===== src/rtl/spike_rate_encoder.sv =====
// Rate encoder: converts a vector of unsigned intensities into per-channel spike trains
// over NUM_STEPS timesteps, using a phase accumulator (MODE 0) or a Galois LFSR (MODE 1).
module spike_rate_encoder #(
  parameter int          NUM_CHANNELS = 4,
  parameter int          VALUE_WIDTH  = 8,
  parameter int          NUM_STEPS    = 16,
  parameter int          MODE         = 0,
  parameter logic [15:0] LFSR_SEED    = 16'hACE1
) (
  input  logic                                clk,
  input  logic                                rst,
  input  logic                                in_valid,
  output logic                                in_ready,
  input  logic [NUM_CHANNELS*VALUE_WIDTH-1:0] in_data,
  input  logic                                step_en,
  input  logic                                abort,
  output logic [NUM_CHANNELS-1:0]             spike_out,
  output logic                                spike_valid,
  output logic                                neuron_clr,
  output logic                                busy,
  output logic                                done,
  output logic                                o_dbg_state
);

  // Handshake: a vector transfers on any rising edge where in_valid && in_ready.
  // in_ready is high exactly while IDLE; step_en and abort only act while RUN.

  localparam int          CW        = $clog2(NUM_STEPS + 1);
  localparam logic [15:0] SEED      = (LFSR_SEED == 16'h0000) ? 16'h0001 : LFSR_SEED;
  localparam logic [15:0] LFSR_MASK = 16'hB400;

  typedef enum logic {
    S_IDLE = 1'b0,
    S_RUN  = 1'b1
  } state_t;

  state_t                  r_state;
  logic [VALUE_WIDTH-1:0]  r_value [NUM_CHANNELS];
  logic [VALUE_WIDTH:0]    r_acc   [NUM_CHANNELS];
  logic [15:0]             r_lfsr;
  logic [CW-1:0]           r_step_cnt;
  logic [NUM_CHANNELS-1:0] r_spike_out;
  logic                    r_spike_valid;
  logic                    r_neuron_clr;
  logic                    r_done;

  logic [NUM_CHANNELS-1:0] w_spike;
  logic [VALUE_WIDTH:0]    w_acc_next [NUM_CHANNELS];
  logic [15:0]             w_lfsr_next;
  logic [CW-1:0]           w_step_next;
  logic                    w_last;

  for (genvar g = 0; g < NUM_CHANNELS; g++) begin : g_ch
    if (MODE == 0) begin : g_acc
      logic [VALUE_WIDTH:0] w_sum;
      assign w_sum         = r_acc[g] + {1'b0, r_value[g]};
      assign w_spike[g]    = w_sum[VALUE_WIDTH];
      assign w_acc_next[g] = {1'b0, w_sum[VALUE_WIDTH-1:0]};
    end else begin : g_lfsr
      localparam int ROT = (3 * g) % 16;
      logic [VALUE_WIDTH-1:0] w_thr;
      // Low bits of {x,x} >> (16-ROT) are x rotated left by ROT.
      assign w_thr         = VALUE_WIDTH'({r_lfsr, r_lfsr} >> (16 - ROT));
      assign w_spike[g]    = (r_value[g] > w_thr);
      assign w_acc_next[g] = r_acc[g];
    end
  end

  always_comb begin
    w_lfsr_next = r_lfsr[0] ? ((r_lfsr >> 1) ^ LFSR_MASK) : (r_lfsr >> 1);
    w_step_next = r_step_cnt + CW'(1);
    w_last      = (w_step_next == CW'(NUM_STEPS));
  end

  always_ff @(posedge clk or negedge rst) begin
    if (!rst) begin
      r_state       <= S_IDLE;
      r_lfsr        <= SEED;
      r_step_cnt    <= '0;
      r_spike_out   <= '0;
      r_spike_valid <= 1'b0;
      r_neuron_clr  <= 1'b0;
      r_done        <= 1'b0;
      for (int i = 0; i < NUM_CHANNELS; i++) begin
        r_value[i] <= '0;
        r_acc[i]   <= '0;
      end
    end else begin
      r_spike_out   <= '0;
      r_spike_valid <= 1'b0;
      r_neuron_clr  <= 1'b0;
      r_done        <= 1'b0;
      case (r_state)
        S_IDLE: begin
          if (in_valid) begin
            for (int i = 0; i < NUM_CHANNELS; i++) begin
              r_value[i] <= in_data[i*VALUE_WIDTH +: VALUE_WIDTH];
              r_acc[i]   <= '0;
            end
            r_step_cnt   <= '0;
            r_lfsr       <= SEED;
            r_state      <= S_RUN;
            r_neuron_clr <= 1'b1;
          end
        end
        S_RUN: begin
          // Abort beats a same-cycle step: that step produces no result.
          if (abort) begin
            r_state <= S_IDLE;
          end else if (step_en) begin
            r_spike_out   <= w_spike;
            r_spike_valid <= 1'b1;
            r_lfsr        <= w_lfsr_next;
            r_step_cnt    <= w_step_next;
            for (int i = 0; i < NUM_CHANNELS; i++) begin
              r_acc[i] <= w_acc_next[i];
            end
            if (w_last) begin
              r_state <= S_IDLE;
              r_done  <= 1'b1;
            end
          end
        end
        default: r_state <= S_IDLE;
      endcase
    end
  end

  assign in_ready    = (r_state == S_IDLE);
  assign busy        = (r_state == S_RUN);
  assign spike_out   = r_spike_out;
  assign spike_valid = r_spike_valid;
  assign neuron_clr  = r_neuron_clr;
  assign done        = r_done;
  assign o_dbg_state = r_state;

endmodule


===== config.mk =====
export PLATFORM = sky130hd
export DESIGN_NAME = spike_rate_encoder
export DESIGN_NICKNAME = d
export VERILOG_FILES = /design/src/rtl/spike_rate_encoder.sv
export SDC_FILE = /design/constraint.sdc
export NUM_CORES = 1
export LEC_CHECK = 0
export ABC_AREA = 1
export CAP_MARGIN = 20
export CORE_MARGIN = 5
export CORE_UTILIZATION = 43
export DETAILED_ROUTE_END_ITERATION = 12
export PLACE_DENSITY_LB_ADDON = 0.08
export SYNTH_ARGS = -nofsm -noshare
export SYNTH_HDL_FRONTEND = slang
export SYNTH_SLANG_ARGS = --single-unit
export TNS_END_PERCENT = 30

===== constraint.sdc =====
create_clock -name clk -period 3 [get_ports clk]
set_input_delay 0.9 -clock clk [delete_from_list [all_inputs] [get_ports clk]]
set_output_delay 0.9 -clock clk [all_outputs]
set_load 0.05 [all_outputs]

[Yosys cells after proc, flatten, opt, wreduce, memory -nomap -nowiden]
Index checks and enable logic that the tools add are counted.
Storage, ports and cells
  input port bits: 37
  bits in registers: 81
  output and inout bits: 10
Cells by class
  mux-type cells: 24
  eq/ne operators: 4
  bitwise logic cells: 1
  reductions and logical operators: 2
  add/sub/neg operators: 5
Operators by type and width (number)
  $mux 36: 3
  $pmux 36 s2: 1
  $add 9x8->9: 4
  $mux 5: 3
  $mux 1: 12
  $mux 4: 3
  $pmux 5 s2: 1
  $ne 2x2->1 const B: 3
  $add 5x1->5 const B: 1
  $eq 5x5->1 const B: 1
  $reduce_and 3->1: 1
  $pmux 1 s2: 1
  $reduce_and 2->1: 1
  $not 1->1: 1

[Logic depth before layout (Yosys ltp)]
Gate-level depths: netlist (run 1).
  depth in word-level cells: 6
  mapped depth: 10

[Least setup slack after synthesis (run 1)]
No wires, ideal clock.
  path kind: reg2out
  start: register r_state (netlist: busy)
  end: output o_dbg_state
  required time: 2100 ps
  slack: 1138 ps
  path buffers: 1
  arrival time: 962 ps
  stages on the path, launching flop included: 2
  cells stage by stage: dfrtp_1 > buf_4
RTL lines
  from (decl): line 37  | state_t r_state;
  from (signal assigned): line 77  | r_state <= S_IDLE;
  from (signal assigned): line 102  | r_state <= S_RUN;
  from (signal assigned): line 109  | r_state <= S_IDLE;
  to (decl): line 22  | output logic o_dbg_state
No word-level cell between the ends.

[Final worst setup path (run 1)]
  start: register r_state (netlist: busy)
  end: output in_ready
Between the ends
  longest elaborated chain between the ends: 1
Ends and longest elaborated chain
  $not 1->1 (no line)
  to (decl): line 13  | output logic in_ready,
Every way passes these cells.

==> metrics.yaml, run 1 <==
status: "complete, no violations"
finalSetupViolCount: 0
io_pins: 47
critPathMaxStageDelay_ns: 0.82
wire_per_inst_um: 12.95
vdd_drop_max_uv: 393.8
cts_made_buffers: 9
synth_edf_count: 0
slowest_stage: "clkdlybuf4s50_1"
antenna_found_initial: 0
pwr-share-comb_pct: 37.0
r2r_slack_ns: 1.25
synth_warnings: 0
finalWeightedCongestion: 0.8324
grt_pass1_wl_um: 17610
cts_root_buf: "clkbuf_8"
die_y_um: 112.5
die-area_um2: 12650
timing.rr.end: "spike_out[1]"
worstMarginPinSlew_ns: 0.5903
grt_max_degree: 44
diodes: 0
clkPwrFrac_pct: 24.3
p_per_area_nw_per_um2: 675.5
drt_wl_total_um: 9934
postCtsSetupRepairBufs: 0
syn_inst: 578
intPower_uw: 2231
seq_area_frac_synth_pct: 42.67
numClockSinks: 77
cp_max_fo: 6
area_growth_syn_to_layout_pct: 17.57
overflow: 0
leakagePower_uw: 0.002845
switchingPower_uw: 1354
cp-start-kind: "flip-flop"
synth.area.top_cells: "dfrtp_1, nand2_1, ha_1"
ys_ff_latch: 77
async_reset_ff_share_pct: 100.0
grt_pass1_vias: 3812
drv_slew: 0
seqPwrFrac_pct: 38.7
synth_compound_area_share_pct: 6.761
viasPerCell: 4.841
crit_arrival_ns: 1.83
synth.mux.area_fraction_pct: 0
worstPathRequired_ns: 2.10
htreeDepth: 3
ys_types: 28
synth_top_area_cell: "dfrtp_1"
synth-simple-area-share_pct: 30.09
min_from: "r_acc[11]"
drt_pass1_iterations: 5
crit_family: "buffers and inverters"
syn_avg_cell_area_um2: 7.812
dr.max_layer_used: "met4"
synthTopCellsByCount: "nand2_1, dfrtp_1, inv_1"
syn-cell-area_um2: 4516
synthFlopType: "dfrtp_1"
hold_viol: 0
setup.worst_path.class: "reg2out"
whs_path_depth: 2
synth_fa_ha_area_share_pct: 11.19
yosysTopAreaCellShare_pct: 42.67
final_nets: 701
wl_met1_um: 4720
path_buf_inv: 2
drc: 0
clock_path_buffers: 2
vias: 3713
cts_hold_buf: 0
die_w_um: 112.5
dp.final_hpwl_um: 6925
cp-end-kind: "output pin"
initial_utilization_pct: 43.94
io_buffers: 46
fin_crit_sh_pct: 90.89
fin_skew_ns: 0.009769
worstReg2RegStart: "r_value[16]"
multiInputGateArea_um2: 2213
drive_gt1_share_pct: 6.339
reg2regPathDepth: 8
ant_nets: 0
fin_setup_tns_ns: 0
slew_headroom_pct: 60.65
coreArea_um2: 10280
fill_cells: 1019
synth_top_family_by_area: "simple AND/OR/NAND/NOR gates"
yosysMostFrequentCell: "nand2_1"
period_minus_slack_ns: 2.727
wl_met3_um: 443
rows: 37
dr_wl_met2_um: 4659
synth_xor_area_share_pct: 0.9698
cts-resized-gates: 0
cap_violations: 0
crit_chain: "inv_2 > clkdlybuf4s50_1"
grtUsageTotal_pct: 17.07
final-seq-area_um2: 1927
fmax_ghz: 0.3667
cts_tree: "built"
first_iter_violations: 137
min_path_type: "reg2reg"
clkTransAtPathRegs_ns: 0.08
holdWs_ns: 0.4894
clock_latency_ns: 0.37
synth_fp_nets: 653
hold_path_end: "r_acc[11]"
rsz0062_at_grt: "false"
p_sw_share_pct: 37.77
==> cells by family (layout without fill, tap and decap cells) <==
kind of cell	count (synthesis)	in the layout
adder cells (fa/ha/maj)	38	38
AO/OA/AOI/OAI	50	50
buffers and inverters	83	136
flip-flops	77	77
XOR/XNOR	5	5
AND/OR/NAND/NOR	325	325
==> routing by layer <==
| metal | global-route usage [%] | vias up |
|---|---|---|
| met5 | 0 | - |
| met4 | 3.766 | 0 |
| met2 | 29.36 | 60 |
| met1 | 21.43 | 1721 |
| met3 | 4.798 | 6 |
| li1 | - | 1926 |
==> layout make-up <==
type	count	area share, %
tap	136	3.205
sequential	77	36.30
timing repair buffer	51	9.804
clock inverter	7	1.697
multi-input combinational	418	41.69
clock buffer	9	2.333
inverter	69	4.973
==> registers in the layout, indices dropped and copies added, names as in the netlist <==
| name | flops |
|---|---|
| r_acc | 32 |
| done | 1 |
| spike_out | 4 |
| r_value | 32 |
| r_step_cnt | 5 |
| neuron_clr | 1 |
| busy | 1 |
| spike_valid | 1 |
==> power by group through the flow <==
| stage | combinational [uW] | sequential [uW] | clock [uW] |
|---|---|---|---|
| global route | 1550 | 1420 | 940 |
| global placement | 1310 | 1410 | 0 |
| CTS | 1340 | 1390 | 900 |
| floorplan | 1020 | 1390 | 0 |
| finish | 1330 | 1390 | 871 |
| detailed placement | 1330 | 1400 | 0 |
==> worst max-delay path by stage <==
stage          start     endpoint  slack, ns  depth (start not counted)
6_report        busy     in_ready       0.27                          2
5_1_grt         busy     in_ready       0.20                          2
4_1_cts         busy     in_ready       0.24                          2
3_5_place_dp   abort     r_acc[2]       0.54                          9
3_3_place_gp   abort     r_acc[2]       0.58                          9
2_1_floorplan   busy  o_dbg_state       1.14                          1
==> tightest hold or removal path: stages, from the launching register on <==
cell and delay [ns]:
dfrtp_1 0.35, nand2_1 0.05, o31ai_1 0.05
==> placed cells by master, fill, tap and decap left out <==
| master | count |
|---|---|
| nand2_1 | 245 |
| dfrtp_1 | 77 |
| inv_1 | 64 |
| clkdlybuf4s50_1 | 45 |
| ha_1 | 34 |
| nand3_1 | 32 |
| nor2_1 | 22 |
| a21oi_1 | 16 |
| nand4_1 | 12 |
| o21ai_0 | 10 |
| nand3_2 | 9 |
| clkbuf_8 | 9 |
| a22o_1 | 7 |
| o21ai_1 | 6 |
| o21a_1 | 4 |
| xor2_1 | 4 |
| fa_1 | 4 |
| buf_4 | 4 |
| inv_2 | 3 |
| nand2_2 | 3 |
| o31ai_1 | 3 |
| o22ai_1 | 3 |
| clkinv_2 | 3 |
| inv_4 | 2 |
| and2_1 | 2 |
| clkinvlp_4 | 2 |
| bufinv_16 | 2 |
| buf_12 | 2 |
| xnor2_1 | 1 |
| o31ai_2 | 1 |
==> stage by stage <==
step,instance area [um2],setup slack [ns],util (%),instances,power [uW]
finish,5309,0.2732,51.66,767,3586
CTS,5309,0.2359,51.66,767,3629
floorplan,4516,1.138,-,578,2407
detailed placement,5095,0.5415,49.57,751,2739
global route,5309,0.1995,51.66,767,3911
global placement,5095,0.5789,49.57,751,2715
Note: power is estimated with default switching activity, not from simulation.
==> run 2: changes to the inputs <==
- CELL_PAD_IN_SITES_DETAIL_PLACEMENT: unset -> 2
- CELL_PAD_IN_SITES_GLOBAL_PLACEMENT: unset -> 2
- CORE_UTILIZATION: 43 -> 36
==> run 2 against run 1 <==
Effect of this change: sequential power hardly changed; total power up 21%; design area increased by 4.5%; flip-flop and latch count unchanged; count of clock-buffer cells in the layout unchanged; setup slack gained 0.049 ns; die area is 18% higher; register-to-register slack worse by 0.06 ns; core utilization decreased by 7.1 points; critical path type unchanged; largest cell class unchanged.
==> metrics.yaml, run 2 (synthesis gave the netlist of run 1 again) <==
status: "complete, no violations"
antenna_found_initial: 0  # unchanged
cap_violations: 0  # unchanged
place_ws_ns: 0.4923  # -0.04928 ns
final_cell_mix: "nand2_1, dfrtp_1, inv_1"
first_iter_violations: 115  # -16%
crit_chain: "inv_2 > clkdlybuf4s50_1"
drv_slew: 0  # unchanged
viasPerCell: 4.934  # +1.9%
fin_skew_ns: 0.004727  # -0.005043 ns
drt_wl_total_um: 13210  # +33%
crit_family: "buffers and inverters"
cts_tree: "built"
fin_setup_tns_ns: 0  # unchanged
r2r_slack_ns: 1.19  # -0.06 ns
diodes: 0  # unchanged
hold_viol: 0  # unchanged
finalSetupViolCount: 0  # unchanged
reg_top3: "r_acc x32, r_value x32, r_step_cnt x5"
cp-start-kind: "flip-flop"
p_per_area_nw_per_um2: 784.2  # +16%
cts_hold_buf: 0  # unchanged
postCtsSetupRepairBufs: 0  # unchanged
final_nets: 701  # unchanged
grt_pass1_vias: 4568  # +20%
crit_arrival_ns: 1.78  # -0.05 ns
fmax_ghz: 0.3734  # +1.8%
numClockSinks: 77  # unchanged
layout_commonest_cell: "nand2_1"
initial_utilization_pct: 36.22  # -7.7 points
holdWs_ns: 0.4899  # +0.0004930 ns
vdd_drop_max_uv: 352.7  # -10%
die_y_um: 122.0  # +8.5%
htreeDepth: 3  # unchanged
rsz0062_at_grt: "false"
drt_pass1_iterations: 4  # -1
slew_headroom_pct: 64.83  # +4.2 points
path_buf_inv: 2  # unchanged
overflow: 0  # unchanged
drc: 0  # unchanged
clock_latency_ns: 0.35  # -0.02 ns
cts_root_buf: "clkbuf_16"
die-area_um2: 14880  # +18%
clkTransAtPathRegs_ns: 0.06  # -0.02 ns
leakagePower_uw: 0.002940  # +3.3%
cts_made_buffers: 9  # unchanged
vias: 3962  # +6.7%
coreArea_um2: 12470  # +21%
critPathMaxStageDelay_ns: 0.82  # about the same
wire_per_inst_um: 16.45  # +27%
dp.final_hpwl_um: 9310  # +34%
period_minus_slack_ns: 2.678  # -0.04865 ns
io_buffers: 46  # unchanged
rows: 41  # +11%
cts-resized-gates: 0  # unchanged
cp-end-kind: "output pin"
ant_nets: 0  # unchanged
drive_gt1_share_pct: 6.339  # unchanged
grt_max_degree: 47  # +6.8%
cp_max_fo: 6  # unchanged
fin_crit_sh_pct: 89.27  # -1.6 points
min_path_type: "in2async"
setup.worst_path.class: "reg2out"
die_w_um: 122.0  # +8.5%
grt_pass1_wl_um: 22310  # +27%
io_pins: 47  # unchanged
worstMarginPinSlew_ns: 0.5259  # -0.06441 ns
slowest_stage: "clkdlybuf4s50_1"
worstPathRequired_ns: 2.10  # about the same
grtUsageTotal_pct: 19.28  # +2.2 points
clock_path_buffers: 2  # unchanged
fin_ws_ns: 0.3219  # +0.04865 ns
area_growth_syn_to_layout_pct: 22.91
finalWeightedCongestion: 0.7809  # -6.2%
run 2: changes by cell type in the layout (fill, tap and decap cells not counted):
cell	change
bufinv_16	+4
clkinvlp_4	-2
clkbuf_16	+9
clkinv_2	-2
clkbuf_8	-9
run 2: worst reg2reg max path, stage by stage (launching register included):
cell and delay [ns]:
dfrtp_1 0.36, ha_1 0.21, inv_1 0.07, fa_1 0.41, inv_1 0.13, nand2_1 0.08, nand3_1 0.13, nand4_1 0.12
a21oi_1 0.22
run 2: final timing paths:
| path | from | endpoint | cells after the start |
|---|---|---|---|
| worst max-delay path | busy | in_ready | 2 |
| worst min register to register | r_acc[25] | r_acc[25] | 2 |
| max in group asynchronous | rst | r_acc[30] | 2 |
| min in group clk | r_acc[25] | r_acc[25] | 2 |
| worst min-delay path | rst | r_acc[13] | 1 |
| worst max register to register | r_value[0] | spike_out[3] | 8 |
run 2: routing by layer:
| layer | vias to the layer above | wire, um | track usage, % |
|---|---|---|---|
| met2 | 44 | 6816 | 35.05 |
| met4 | 0 | 173 | 4.972 |
| met5 | - | 0 | 0 |
| li1 | 1923 | - | - |
| met3 | 16 | 403 | 4.735 |
| met1 | 1979 | 5813 | 22.68 |
run 2: cell type report:
class / count / area [um2]
sequential: 77 / 1927
fill: 1426 / 6915
clock buffer: 9 / 225.2
tap: 172 / 215.2
clock inverter: 7 / 185.2
timing repair buffer: 51 / 520.5
multi-input combinational: 418 / 2213
inverter: 69 / 264.0
run 2: where the power goes:
group | internal (uW) | total [uW] | switching, uW
Sequential | 1250 | 1400 | 147
Combinational | 528 | 1440 | 909
Clock | 1060 | 1520 | 453
run 2: per-stage QoR:
| step | std cells | area [um2] | power (uW) | util (%) |
|---|---|---|---|---|
| 6_report | 803 | 5550 | 4353 | 44.52 |
| 2_1_floorplan | 578 | 4516 | 2407 | - |
| 5_1_grt | 803 | 5550 | 4675 | 44.52 |
| 3_3_place_gp | 787 | 5140 | 2754 | 41.23 |
| 3_5_place_dp | 787 | 5140 | 2846 | 41.23 |
| 4_1_cts | 803 | 5550 | 4435 | 44.52 |
==> run 3: changes to the inputs <==
- TNS_END_PERCENT: 30 -> 20
==> results of run 3 <==
Final layout, timing and power as in run 2 (identical DEF).
